<file path="src/rtl/pipe_ctrl_unit.sv">
// ID-stage control unit: opcode decode into the ID/EX control bundle, load-use stall, and HLT drain FSM.
// Define HAZARD_DETECT_EN to enable load-use hazard detection; otherwise the hazard term is tied off.
module pipe_ctrl_unit #(
  parameter int OPC_W        = 4,
  parameter int REG_W        = 4,
  parameter int DRAIN_CYCLES = 3,
  localparam int INSTR_W     = OPC_W + 3*REG_W
) (
  input  logic               clk,
  input  logic               rst_n,
  input  logic [INSTR_W-1:0] instr,
  input  logic               instr_vld,
  input  logic               stall_in,
  input  logic               flush,
  output logic               MemRead,
  output logic               MemtoReg,
  output logic               MemWrite,
  output logic               ALUSrc,
  output logic               RegWrite,
  output logic               ALUOp,
  output logic               tophalf,
  output logic               pcs,
  output logic               hlt,
  output logic               id_ex_vld,
  output logic [REG_W-1:0]   id_ex_rd,
  output logic               stall_out,
  output logic               halted
);

  localparam int CNT_W = $clog2(DRAIN_CYCLES + 1);

  typedef enum logic [1:0] {RUN, DRAIN, HALTED} state_t;

  typedef struct packed {
    logic mem_read;
    logic mem_to_reg;
    logic mem_write;
    logic alu_src;
    logic reg_write;
    logic alu_op;
    logic tophalf;
    logic pcs;
    logic hlt;
  } ctrl_t;

  function automatic ctrl_t decode(input logic [OPC_W-1:0] opc);
    ctrl_t c;
    logic [31:0] op;
    c  = '0;
    op = 32'(opc);
    case (op)
      32'h0, 32'h1, 32'h2, 32'h3, 32'h7: begin
        c.reg_write = 1'b1;
        c.alu_op    = 1'b1;
      end
      32'h4, 32'h5, 32'h6: begin
        c.reg_write = 1'b1;
        c.alu_op    = 1'b1;
        c.alu_src   = 1'b1;
      end
      32'h8: begin
        c.mem_read   = 1'b1;
        c.mem_to_reg = 1'b1;
        c.alu_src    = 1'b1;
        c.reg_write  = 1'b1;
      end
      32'h9: begin
        c.mem_write = 1'b1;
        c.alu_src   = 1'b1;
      end
      32'hA: begin
        c.alu_src   = 1'b1;
        c.reg_write = 1'b1;
        c.tophalf   = 1'b1;
      end
      32'hB: begin
        c.alu_src   = 1'b1;
        c.reg_write = 1'b1;
      end
      32'hC, 32'hD: c = '0;
      32'hE: begin
        c.reg_write = 1'b1;
        c.pcs       = 1'b1;
      end
      // 0xF and anything wider than the base opcode space halts
      default: c.hlt = 1'b1;
    endcase
    return c;
  endfunction

  state_t           state_q, state_d;
  logic [CNT_W-1:0] cnt_q, cnt_d;
  ctrl_t            ctrl_q, ctrl_d;
  logic             vld_q, vld_d;
  logic [REG_W-1:0] rd_q, rd_d;

  ctrl_t            dec;
  logic [REG_W-1:0] instr_rd;
  logic             hazard;
  logic             accept_hlt;

  assign dec      = decode(instr[INSTR_W-1 -: OPC_W]);
  assign instr_rd = instr[3*REG_W-1:2*REG_W];

`ifdef HAZARD_DETECT_EN
  logic [REG_W-1:0] instr_rs;
  logic [REG_W-1:0] instr_rt;
  assign instr_rs = instr[2*REG_W-1:REG_W];
  assign instr_rt = instr[REG_W-1:0];
  assign hazard   = vld_q & ctrl_q.mem_read & instr_vld & (rd_q != '0) &
                    ((rd_q == instr_rs) | (rd_q == instr_rt));
`else
  logic hazard_unused;
  assign hazard_unused = &{1'b0, instr[2*REG_W-1:0]};
  assign hazard        = 1'b0;
`endif

  assign accept_hlt = (state_q == RUN) & ~flush & ~hazard & ~stall_in & instr_vld & dec.hlt;

  always_comb begin
    ctrl_d = ctrl_q;
    vld_d  = vld_q;
    rd_d   = rd_q;
    if (flush || (state_q != RUN) || hazard) begin
      ctrl_d = '0;
      vld_d  = 1'b0;
      rd_d   = '0;
    end else if (!stall_in) begin
      if (instr_vld) begin
        ctrl_d = dec;
        vld_d  = 1'b1;
        rd_d   = instr_rd;
      end else begin
        ctrl_d = '0;
        vld_d  = 1'b0;
        rd_d   = '0;
      end
    end
  end

  always_comb begin
    state_d = state_q;
    cnt_d   = cnt_q;
    case (state_q)
      RUN: begin
        if (accept_hlt) begin
          state_d = DRAIN;
          cnt_d   = CNT_W'(DRAIN_CYCLES - 1);
        end
      end
      DRAIN: begin
        // a flush here means the HLT itself was on the wrong path
        if (flush) begin
          state_d = RUN;
          cnt_d   = '0;
        end else if (cnt_q != '0) begin
          cnt_d = cnt_q - 1'b1;
        end else begin
          state_d = HALTED;
        end
      end
      HALTED:  state_d = HALTED;
      default: begin
        state_d = RUN;
        cnt_d   = '0;
      end
    endcase
  end

  always_ff @(posedge clk or negedge rst_n) begin
    if (!rst_n) begin
      state_q <= RUN;
      cnt_q   <= '0;
      ctrl_q  <= '0;
      vld_q   <= 1'b0;
      rd_q    <= '0;
    end else begin
      state_q <= state_d;
      cnt_q   <= cnt_d;
      ctrl_q  <= ctrl_d;
      vld_q   <= vld_d;
      rd_q    <= rd_d;
    end
  end

  assign stall_out = (hazard & ~flush) | stall_in | (state_q != RUN);
  assign halted    = (state_q == HALTED);

  assign MemRead   = ctrl_q.mem_read;
  assign MemtoReg  = ctrl_q.mem_to_reg;
  assign MemWrite  = ctrl_q.mem_write;
  assign ALUSrc    = ctrl_q.alu_src;
  assign RegWrite  = ctrl_q.reg_write;
  assign ALUOp     = ctrl_q.alu_op;
  assign tophalf   = ctrl_q.tophalf;
  assign pcs       = ctrl_q.pcs;
  assign hlt       = ctrl_q.hlt;
  assign id_ex_vld = vld_q;
  assign id_ex_rd  = rd_q;

endmodule

</file>
<file path="config.mk">
export PLATFORM = sky130hd
export DESIGN_NAME = pipe_ctrl_unit
export DESIGN_NICKNAME = d
export VERILOG_FILES = /design/src/rtl/pipe_ctrl_unit.sv
export SDC_FILE = /design/constraint.sdc
export NUM_CORES = 1
export LEC_CHECK = 0
export CAP_MARGIN = 30
export CORE_MARGIN = 1.5
export CORE_UTILIZATION = 45
export CTS_BUF_LIST = sky130_fd_sc_hd__clkbuf_8
export DETAILED_ROUTE_END_ITERATION = 8
export HOLD_SLACK_MARGIN = 0.1
export PLACE_DENSITY = 0.94
export SLEW_MARGIN = 10
export SYNTH_ARGS = -nofsm -noshare
export SYNTH_HDL_FRONTEND = slang
export SYNTH_SLANG_ARGS = --single-unit
</file>
<file path="constraint.sdc">
create_clock -name clk -period 2.85 [get_ports clk]
set_input_delay 0.285 -clock clk [delete_from_list [all_inputs] [get_ports clk]]
set_output_delay 0.285 -clock clk [all_outputs]
set_load 0.02 [all_outputs]
</file>
Word-level counts from Yosys, hierarchy flattened
Cells that the tools add are included.
Storage, ports and cells
  bits in read-only memories: 0
  logic and storage cells: 78
  bits in latches: 0
  output and inout port bits: 16
  memories: 0
  register bits after elaboration: 18
  memory bits (writable): 0
Cells by class
  bitwise logic cells: 8
  div/mod/pow operators: 0
  multipliers: 0
  equality and inequality tests: 20
  $add $sub $neg: 1
  reduce and logical (&&, ||, !) cells: 11
  shift operators: 0
  mux-type cells: 25
  order comparisons: 0
Operators with widths (number)
  equality test 4 bit (second input constant): 7
  2-to-1 mux 9 bit: 3
  equality test 4 x 3 -> 1 bit (second input constant): 4
  OR reduction 15 bit: 1
  2-to-1 mux 2 bit: 7
  2-to-1 mux 4 bit: 3
  one-hot mux 2 bit (3 select lines): 2
  OR reduction 12 bit: 1
  2-to-1 mux 1 bit: 10
  equality test 4 x 2 -> 1 bit (second input constant): 2
  OR reduction 8 bit: 1
  OR reduction 7 bit: 1
  inequality test 3 bit (second input constant): 2
  AND 1 bit: 4
  equality test 4 x 1 -> 1 bit (second input constant): 1
  logical NOT 4 bit: 1
  nonzero test 2 bit: 2
  inverter 1 bit: 3
  AND reduction 3 bit: 1
  equality test 2 x 1 -> 1 bit (second input constant): 1
  equality test 2 bit (second input constant): 1
  logical NOT 2 bit: 1
  inequality test 2 x 1 -> 1 bit (second input constant): 1
  inequality test 2 bit (second input constant): 1
  other kinds (4): 4

Logic depth before layout (Yosys ltp)
Gate-level depths: netlist (run 1).
  word-level depth: 7
  gate-level depth with buffers: 6

Least setup slack after synthesis (run 1)
No wires, ideal clock.
  path type: flip-flop to flip-flop
  from: reg state_q[0]
  to: reg cnt_q[0]
  arrival: 1.238 ns
  stages on the path, launching flop included: 7
  path slack: 1.486 ns
  library setup time: 0.126 ns
  path through: dfrtp_1 buf_6 nor2_1 and3_1 buf_6 nand2_4 a221o_1
Between the ends
  longest elaborated chain between the ends: 7
Ends and longest elaborated chain
  from (decl): line 91  | state_t state_q, state_d;
  from (signal assigned): line 178  | state_q <= state_d;
  logical NOT 2 bit: line 118, 144
  AND 1 bit (4 in series): line 118  | assign accept_hlt = (state_q == RUN) & ~flush & ~hazard & ~stall_in & instr_vld & dec.hlt;
  inequality test 2 bit (no source line)
  AND reduction 3 bit (no source line)
  to (signal assigned): line 179  | cnt_q <= cnt_d;
  to (decl): line 92  | logic [CNT_W-1:0] cnt_q, cnt_d;
Several ways; a longest one is shown, not always the timed one.
A chain may end at the register's enable or synchronous reset.

Final worst setup path (run 1)
  from: reg state_q[0]
  to: out stall_out
Between the ends
  longest elaborated chain between the ends: 2
Ends and longest elaborated chain
  nonzero test 2 bit: line 186  | assign stall_out = (hazard & ~flush) | stall_in | (state_q != RUN);
  OR 1 bit: line 186
  to (decl): line 26  | output logic stall_out,
No other way between the ends.

==> results of run 1 <==
## cell usage after synthesis
| cell | n | area (sq um) |
|---|---|---|
| dfrtp_1 | 17 | 425 |
| a22o_1 | 6 | 52.6 |
| and3_1 | 1 | 6.26 |
| a21o_2 | 1 | 8.76 |
| a221o_1 | 1 | 10.0 |
| nor2b_2 | 1 | 8.76 |
| nand2_4 | 1 | 11.3 |
| nor3_4 | 1 | 16.3 |
| nand4_1 | 1 | 6.26 |
| a211oi_1 | 1 | 7.51 |
| maj3_1 | 1 | 10.0 |
| nor4b_4 | 1 | 23.8 |
| nand2_1 | 9 | 33.8 |
| buf_2 | 1 | 5.00 |
| ha_1 | 1 | 12.5 |
| buf_4 | 1 | 7.51 |
| buf_6 | 2 | 22.5 |
| a21o_1 | 1 | 7.51 |
| o41ai_1 | 2 | 17.5 |
| a32o_1 | 2 | 20.0 |
| nor2_4 | 1 | 11.3 |
| nand3b_1 | 1 | 7.51 |
| a31o_2 | 1 | 8.76 |
| or3_2 | 1 | 7.51 |
| nor2_1 | 5 | 18.8 |
| a21oi_1 | 3 | 15.0 |
| inv_1 | 5 | 18.8 |
| o21ai_0 | 2 | 10.0 |
## state kept, by name, summed over array words and instances, names as in the netlist
signal	flops
ALUOp	1
ALUSrc	1
MemRead	1
MemWrite	1
RegWrite	1
cnt_q	2
hlt	1
id_ex_rd	4
id_ex_vld	1
pcs	1
state_q	2
tophalf	1
## cells by family after synthesis
logic type,count (synthesis)
compound gates,20
fa+ha+maj,2
buf+inv,9
flops,17
simple gates,23
## power by group
| group | leakage, nW | total (mW) | switching, mW | internal (mW) |
|---|---|---|---|---|
| combinational | 0.275 | 0.168 | 0.0866 | 0.0811 |
| clock | 0.0269 | 0.179 | 0.0830 | 0.0958 |
| sequential | 0.233 | 0.284 | 0.0204 | 0.263 |
## worst paths after layout
check | from | to | depth (start not counted)
worst max-delay path | state_q[0] | stall_out | 2
worst min-delay path | rst_n | ALUOp | 1
worst max register to register | state_q[0] | cnt_q[0] | 4
worst min register to register | RegWrite | RegWrite | 2
max in group asynchronous | rst_n | pcs | 1
min in group clk | RegWrite | RegWrite | 2
## cell type report
| cell class | instances | area (sq um) |
|---|---|---|
| fillers | 148 | 576 |
| well taps | 25 | 31.3 |
| inverters | 5 | 18.8 |
| clock inverters | 1 | 3.75 |
| repair buffers | 28 | 280 |
| clock buffers | 3 | 41.3 |
| flip-flops and latches | 17 | 425 |
| multi-input cells | 45 | 332 |
## routing by layer
metal	GRT usage, %	share of wire [%]	up-vias
li1	-	-	311
met1	24.2	41	320
met2	30.7	48	36
met3	4.37	6.7	7
met4	15.9	4.4	0
met5	0	0	-
==> out/qor.csv, run 1 <==
metric,value,unit
final period utilization,72.9,%
Nets,122,
post-CTS setup buffer count,0,
sequential area share after synthesis,52.5,%
Worst EP required,2.57,ns
1st-pass router iterations,4,
die area,2070,sq um
R2R setup slack,1.21,ns
total CTS buffers,3,
CTS resizes,0,
Via density,5.44,
DR iter-0 viols,19,
largest net degree at the start of global routing,18,
Starting Density,47.5,%
fin crit period,2.08,ns
synthesized area,811,sq um
relative slew slack,50.0,%
Die X,45.4,um
Worst Hold Slack,0.470,ns
H-tree depth,1,
Fmax,481,MHz
Hold Fails Final Rpt,0,
"Core Util, Final",66.3,%
Inserted Diodes,0,
Die H,45.4,um
num ports,37,
# clock sinks,17,
DRC,0,
PortBufs,28,
total of max-cap violations,0,
DR WL/cell,14.4,um
post-synthesis compound-gate area fraction,19.4,%
RSZ-0062 raised after global routing,false,
Cell Count Post-Placement,120,
clock transition at the registers of the reported paths,0.07,ns
Yosys Warn Count,0,
CTS Buffer Depth,2,
Worst Setup End Kind,output port,
Clock Skew,0.00328,ns
Final Max Slew Viols,0,
PwrDens,557,nW/um^2
setup_tns,0,ns
Setup CP Type,reg2out,
core area,1710,sq um
first-pass GRT wire length,2830,um
vias in the first global route,623,
most frequent cells in the layout,"clkdlybuf4s50_1 (28), dfrtp_1 (17), nand2_1 (9)",
placer congestion estimate,0.811,
clock root cell,clkbuf_8,
peak supply drop,0.369,mV
Least-Margin Pin Slew,0.748,ns
Hold Path Class,in2async,
crit-path max FO,9,
# rows,15,
DPL Wire Length,1250,um
Place WS,0.862,ns
average size of a mapped cell,11.4,sq um
crit-path max cell delay,0.55,ns
Crit path buffers/inverters,1,
gr usage total,20.1,%
post-synthesis xor/xnor area fraction,0,%
"Slowest-stage cell, CP",clkdlybuf4s50_1,
total gr overflow,0,
final std cells w/o fill,124,
Yosys cell types,28,
Yosys reg bits,17,
Top delay family on crit path,buffers and inverters,
worst path cell trace,or3_2 > clkdlybuf4s50_1,
Post-CTS Hold Buffers,0,
Worst setup SP type,flip-flop,
fraction of layout cells with a size suffix above 1,11.1,%
"Clk Latency, worst-skew pair",0.26,ns
placed cell area,1090,sq um
Antenna Nets Post-Route,0,
synthesis-to-finish area growth,39.7,%
"most common cell after layout, fill and taps aside",clkdlybuf4s50_1,
via count,674,
crit path DAT,1.79,ns
LEAKAGE,0.535,nW
final setup vio count,0,
post-synthesis adder-cell area fraction,2.78,%
Post-Synth Simple-Gate Area,18.7,%
Final WS setup,0.772,ns
antenna violations before repair,0,
Final Instance Area,1130,sq um
Syn Nets,93,
multiplexer share of the synthesized area,0,%
CTS tree,built,
largest family of logic cells by synthesized area,compound AO/OA/AOI/OAI gates,
total power,630,uW
drt total wl,1780,um
outcome,"complete, no violations",
Mapped Cells,71,
No activity file was read; power rests on OpenSTA's default activity.
==> run 2: changes to the inputs <==
--- a/config.mk
+++ b/config.mk
@@ -7,11 +7,11 @@
 export LEC_CHECK = 0
 export CAP_MARGIN = 30
 export CORE_MARGIN = 1.5
-export CORE_UTILIZATION = 45
+export CORE_UTILIZATION = 38
 export CTS_BUF_LIST = sky130_fd_sc_hd__clkbuf_8
 export DETAILED_ROUTE_END_ITERATION = 8
 export HOLD_SLACK_MARGIN = 0.1
-export PLACE_DENSITY = 0.94
+export PLACE_DENSITY = 0.85
 export SLEW_MARGIN = 10
 export SYNTH_ARGS = -nofsm -noshare
 export SYNTH_HDL_FRONTEND = slang
==> constraint.sdc (replaced) <==
create_clock -name clk -period 1.7 [get_ports clk]
set_input_delay 0.17 -clock clk [delete_from_list [all_inputs] [get_ports clk]]
set_output_delay 0.17 -clock clk [all_outputs]
set_load 0.02 [all_outputs]
==> out/qor.csv, run 2 (synthesis gave the netlist of run 1 again) <==
metric,value,unit
outcome,"complete, no violations",
gr usage total,15.8,%
crit-path max cell delay,0.47,ns
total of max-cap violations,0,
H-tree depth,1,
worst path cell trace,or3_2 > dlygate4sd2_1,
met1 wire length,747,um
number of flip-flops in the largest register,4,
1st-pass router iterations,4,
Via density,5.07,
RSZ-0062 raised after global routing,false,
vias in the first global route,653,
DR WL/cell,12.9,um
total CTS buffers,3,
Least-Margin Pin Slew,0.316,ns
"most common cell after layout, fill and taps aside",clkdlybuf4s50_1,
Die H,49.2,um
final period utilization,93.8,%
Cell Count Post-Placement,130,
Top delay family on crit path,simple AND/OR/NAND/NOR gates,
Comb pwr share,28.2,%
Seq pwr share,43.9,%
NetSw,309,uW
via count,680,
DPL Wire Length,1260,um
fin crit period,1.59,ns
CTS Buffer Depth,2,
relative slew slack,78.7,%
LEAKAGE,0.580,nW
die area,2420,sq um
Fmax,627,MHz
placer congestion estimate,0.736,
"Clk Latency, worst-skew pair",0.25,ns
WL met2,856,um
total power,1.06,mW
Cell Int Power,749,uW
fraction of layout cells with a size suffix above 1,17.8,%
PwrDens,888,nW/um^2
Hold Path Class,in2async,
DRC,0,
Worst Setup End Kind,output port,
Die X,49.2,um
Setup CP Type,reg2out,
PortBufs,28,
largest net degree at the start of global routing,18,
first-pass GRT wire length,2930,um
Nets,130,
max layer used,met4,
final std cells w/o fill,134,
Post-CTS Hold Buffers,0,
sw frac,29.2,%
total gr overflow,0,
Crit path buffers/inverters,1,
"Slowest-stage cell, CP",or3_2,
fillcell total,148,
Worst EP required,1.53,ns
synthesis-to-finish area growth,47.1,%
Clock Skew,0.000622,ns
Inserted Diodes,0,
Hold Fails Final Rpt,0,
antenna violations before repair,0,
final setup vio count,0,
Starting Density,40.9,%
crit path DAT,1.42,ns
clock root cell,clkbuf_8,
post-CTS setup buffer count,0,
num ports,37,
core area,1980,sq um
Antenna Nets Post-Route,0,
DR iter-0 viols,7,
CTS tree,built,
# rows,16,
peak supply drop,0.729,mV
most frequent cells in the layout,"clkdlybuf4s50_1 (26), dfrtp_1 (17), nand2_1 (9)",
Final Max Slew Viols,0,
clock transition at the registers of the reported paths,0.06,ns
Clock Power Share,27.9,%
Met3 Wirelength,96,um
# clock sinks,17,
drt total wl,1720,um
crit-path max FO,2,
Worst setup SP type,flip-flop,
## run 2: power groups by stage
stage | Clock [mW] | Sequential [mW] | Combinational [mW]
after CTS | 0.304 | 0.465 | 0.302
after global placement | 0 | 0.469 | 0.293
after floorplan | 0 | 0.489 | 0.158
final | 0.295 | 0.464 | 0.298
after global routing | 0.325 | 0.468 | 0.330
after detailed placement | 0 | 0.472 | 0.306
## run 2: worst paths after layout
path / startpoint / end / slack [ns] / cells past startpoint
max: state_q[1] / stall_out / 0.11 / 2
max reg2reg: state_q[1] / cnt_q[0] / 0.24 / 5
min: rst_n / ALUSrc / 0.24 / 2
min in group clk: RegWrite / RegWrite / 0.47 / 2
max in group asynchronous: rst_n / cnt_q[1] / 1.27 / 2
min reg2reg: RegWrite / RegWrite / 0.47 / 2
## run 2: area by class of cell
cell class	count	area, sq um	share of cell area [%]
multi-input combinational	45	332	27.8
clock buffer	3	41.3	3.46
tap	27	33.8	2.83
timing repair buffer	36	338	28.3
clock inverter	1	3.75	0.315
sequential	17	425	35.7
inverter	5	18.8	1.57
## run 2: worst reg2reg max path, cell delays in order, from the launching register on
cell	delay, ns
dfrtp_1	0.38
buf_4	0.16
nor2_4	0.15
and3_1	0.25
nand2_4	0.08
a221o_1	0.33
## run 2: per-stage QoR
stage	setup TNS, ns	utilization, %	cell area, sq um	hold slack (ns)	setup slack, ns
2_1_floorplan	0	-	811	-0.126	0.336
3_3_place_gp	-0.00377	58.0	1150	0.455	-0.00377
3_5_place_dp	-0.0223	58.0	1150	0.461	-0.0223
4_1_cts	0	60.2	1190	0.246	0.0967
5_1_grt	0	60.2	1190	0.254	0.0744
6_report	0	60.2	1190	0.242	0.106
## run 2: metal layers
layer  GRT usage, %  up-vias
met5              0        -
met4           7.14        0
met3           4.60        3
met2           25.5       23
met1           19.4      328
li1               -      326
## run 2: repair_timing
action                     4_1_cts  5_1_grt
hold endpoints to repair         0        0
setup endpoints to repair        2        0
gates resized for setup          2        0
==> run 3: changes to the inputs <==
--- a/config.mk
+++ b/config.mk
@@ -10,6 +10,7 @@
 export CORE_UTILIZATION = 38
 export CTS_BUF_LIST = sky130_fd_sc_hd__clkbuf_8
 export DETAILED_ROUTE_END_ITERATION = 8
+export GPL_TIMING_DRIVEN = 0
 export HOLD_SLACK_MARGIN = 0.1
 export PLACE_DENSITY = 0.85
 export SLEW_MARGIN = 10
==> out/qor.csv, run 3 (synthesis gave the netlist of run 1 again) <==
metric,value,unit
Nets,126,
Place WS,-0.0555,ns
PortBufs,28,
Top delay family on crit path,simple AND/OR/NAND/NOR gates,
met1 wire length,769,um
final setup vio count,0,
DPL Wire Length,1260,um
Final WS setup,0.153,ns
DRC,0,
Hold Fails Final Rpt,0,
CTS Buffer Depth,2,
DR WL/cell,13.3,um
first-pass GRT wire length,2860,um
Crit path buffers/inverters,2,
fraction of layout cells with a size suffix above 1,16.5,%
worst path cell trace,buf_6 > or3_2 > clkbuf_2,
Crit. Startpoint,state_q[0],
LEAKAGE,0.572,nW
total of max-cap violations,0,
Setup CP Type,reg2out,
antenna violations before repair,0,
Starting Density,40.9,%
gr usage total,15.8,%
final period utilization,91.0,%
Via density,5.12,
Worst EP required,1.53,ns
number of flip-flops in the largest register,4,
Least-Margin Pin Slew,0.736,ns
crit path DAT,1.38,ns
DR iter-0 viols,10,
fin crit period,1.55,ns
peak supply drop,0.564,mV
CTS tree,built,
Die H,49.2,um
drt total wl,1730,um
via count,665,
fillcell total,158,
"most common cell after layout, fill and taps aside",clkdlybuf4s50_1,
# rows,16,
total gr overflow,0,
synthesis-to-finish area growth,44.1,%
PwrDens,893,nW/um^2
crit-path max cell delay,0.45,ns
Reg area,427,sq um
Worst Hold Slack,0.358,ns
Hold Path Class,in2async,
relative slew slack,50.8,%
Met3 Wirelength,84,um
Post-CTS Hold Buffers,0,
WL met2,826,um
end of the worst register-to-register path,cnt_q[0],
Fmax,647,MHz
Worst setup SP type,flip-flop,
crit-path max FO,9,
Critical R2R Launch,state_q[0],
placer congestion estimate,0.717,
Inserted Diodes,0,
Die X,49.2,um
area occupied by multi-input gates,332,sq um
clock root cell,clkbuf_8,
Final Max Slew Viols,0,
Antenna Nets Post-Route,0,
num ports,37,
"Slowest-stage cell, CP",or3_2,
vias in the first global route,653,
# clock sinks,17,
RSZ-0062 raised after global routing,false,
post-CTS setup buffer count,0,
outcome,"complete, no violations",
max layer used,met4,
Worst Setup End Kind,output port,
core area,1980,sq um
largest net degree at the start of global routing,18,
1st-pass router iterations,4,
total power,1.04,mW
die area,2420,sq um
H-tree depth,1,
R2R setup slack,0.22,ns
"Clk Latency, worst-skew pair",0.25,ns
clock transition at the registers of the reported paths,0.06,ns
total CTS buffers,3,
Worst R2R Path Depth,6,
Clock Skew,0.00437,ns
most frequent cells in the layout,"clkdlybuf4s50_1 (26), dfrtp_1 (16), nand2_1 (9)",
run 3: changes by cell type in the layout (fill, tap and decap cells not counted), sizes merged:
| cell | delta |
|---|---|
| buf | -4 |
| clkbuf | +1 |
| dlygate4sd2 | -2 |
| dlymetal6s2s | +1 |
run 3: where the power goes:
group	leakage, nW	internal [mW]	switching [mW]
clock network	0.0269	0.160	0.127
registers	0.231	0.443	0.0318
logic	0.314	0.138	0.145
run 3: worst max-delay path by stage:
| stage | end | slack [ns] | cells after the start |
|---|---|---|---|
| final | stall_out | 0.15 | 3 |
| after detailed placement | stall_out | -0.06 | 3 |
| after CTS | stall_out | 0.02 | 3 |
| after global placement | stall_out | -0.04 | 3 |
| after floorplan | cnt_q[0] | 0.34 | 6 |
| after global routing | stall_out | 0.12 | 3 |
run 3: area by class of cell:
class / instances / area share, %
Buffer: 4 / 3.00
Sequential cell: 17 / 36.5
Timing Repair Buffer: 28 / 23.8
Clock buffer: 3 / 3.53
Inverter: 5 / 1.61
Tap cell: 27 / 2.89
Clock inverter: 1 / 0.321
Multi-Input combinational cell: 45 / 28.4
run 3: what timing repair did:
item	in CTS	in global routing
endpoints found under the setup margin	2	2
pin swaps	0	0
resized for setup	3	2
run 3: metrics by stage:
| stage | utilization, % | std cells | area, sq um | setup TNS [ns] |
|---|---|---|---|---|
| final | 59.0 | 130 | 1170 | 0 |
| after global placement | 56.8 | 126 | 1120 | -0.0368 |
| after detailed placement | 56.8 | 126 | 1120 | -0.0555 |
| after global routing | 59.0 | 130 | 1170 | 0 |
| after CTS | 59.1 | 130 | 1170 | 0 |
| after floorplan | - | 71 | 811 | 0 |
run 3: per-layer routing:
layer / vias up / track usage [%]
met1: 324 / 19.2
li1: 317 / -
met3: 4 / 2.76
met2: 20 / 25.0
met4: 0 / 11.9
met5: - / 0
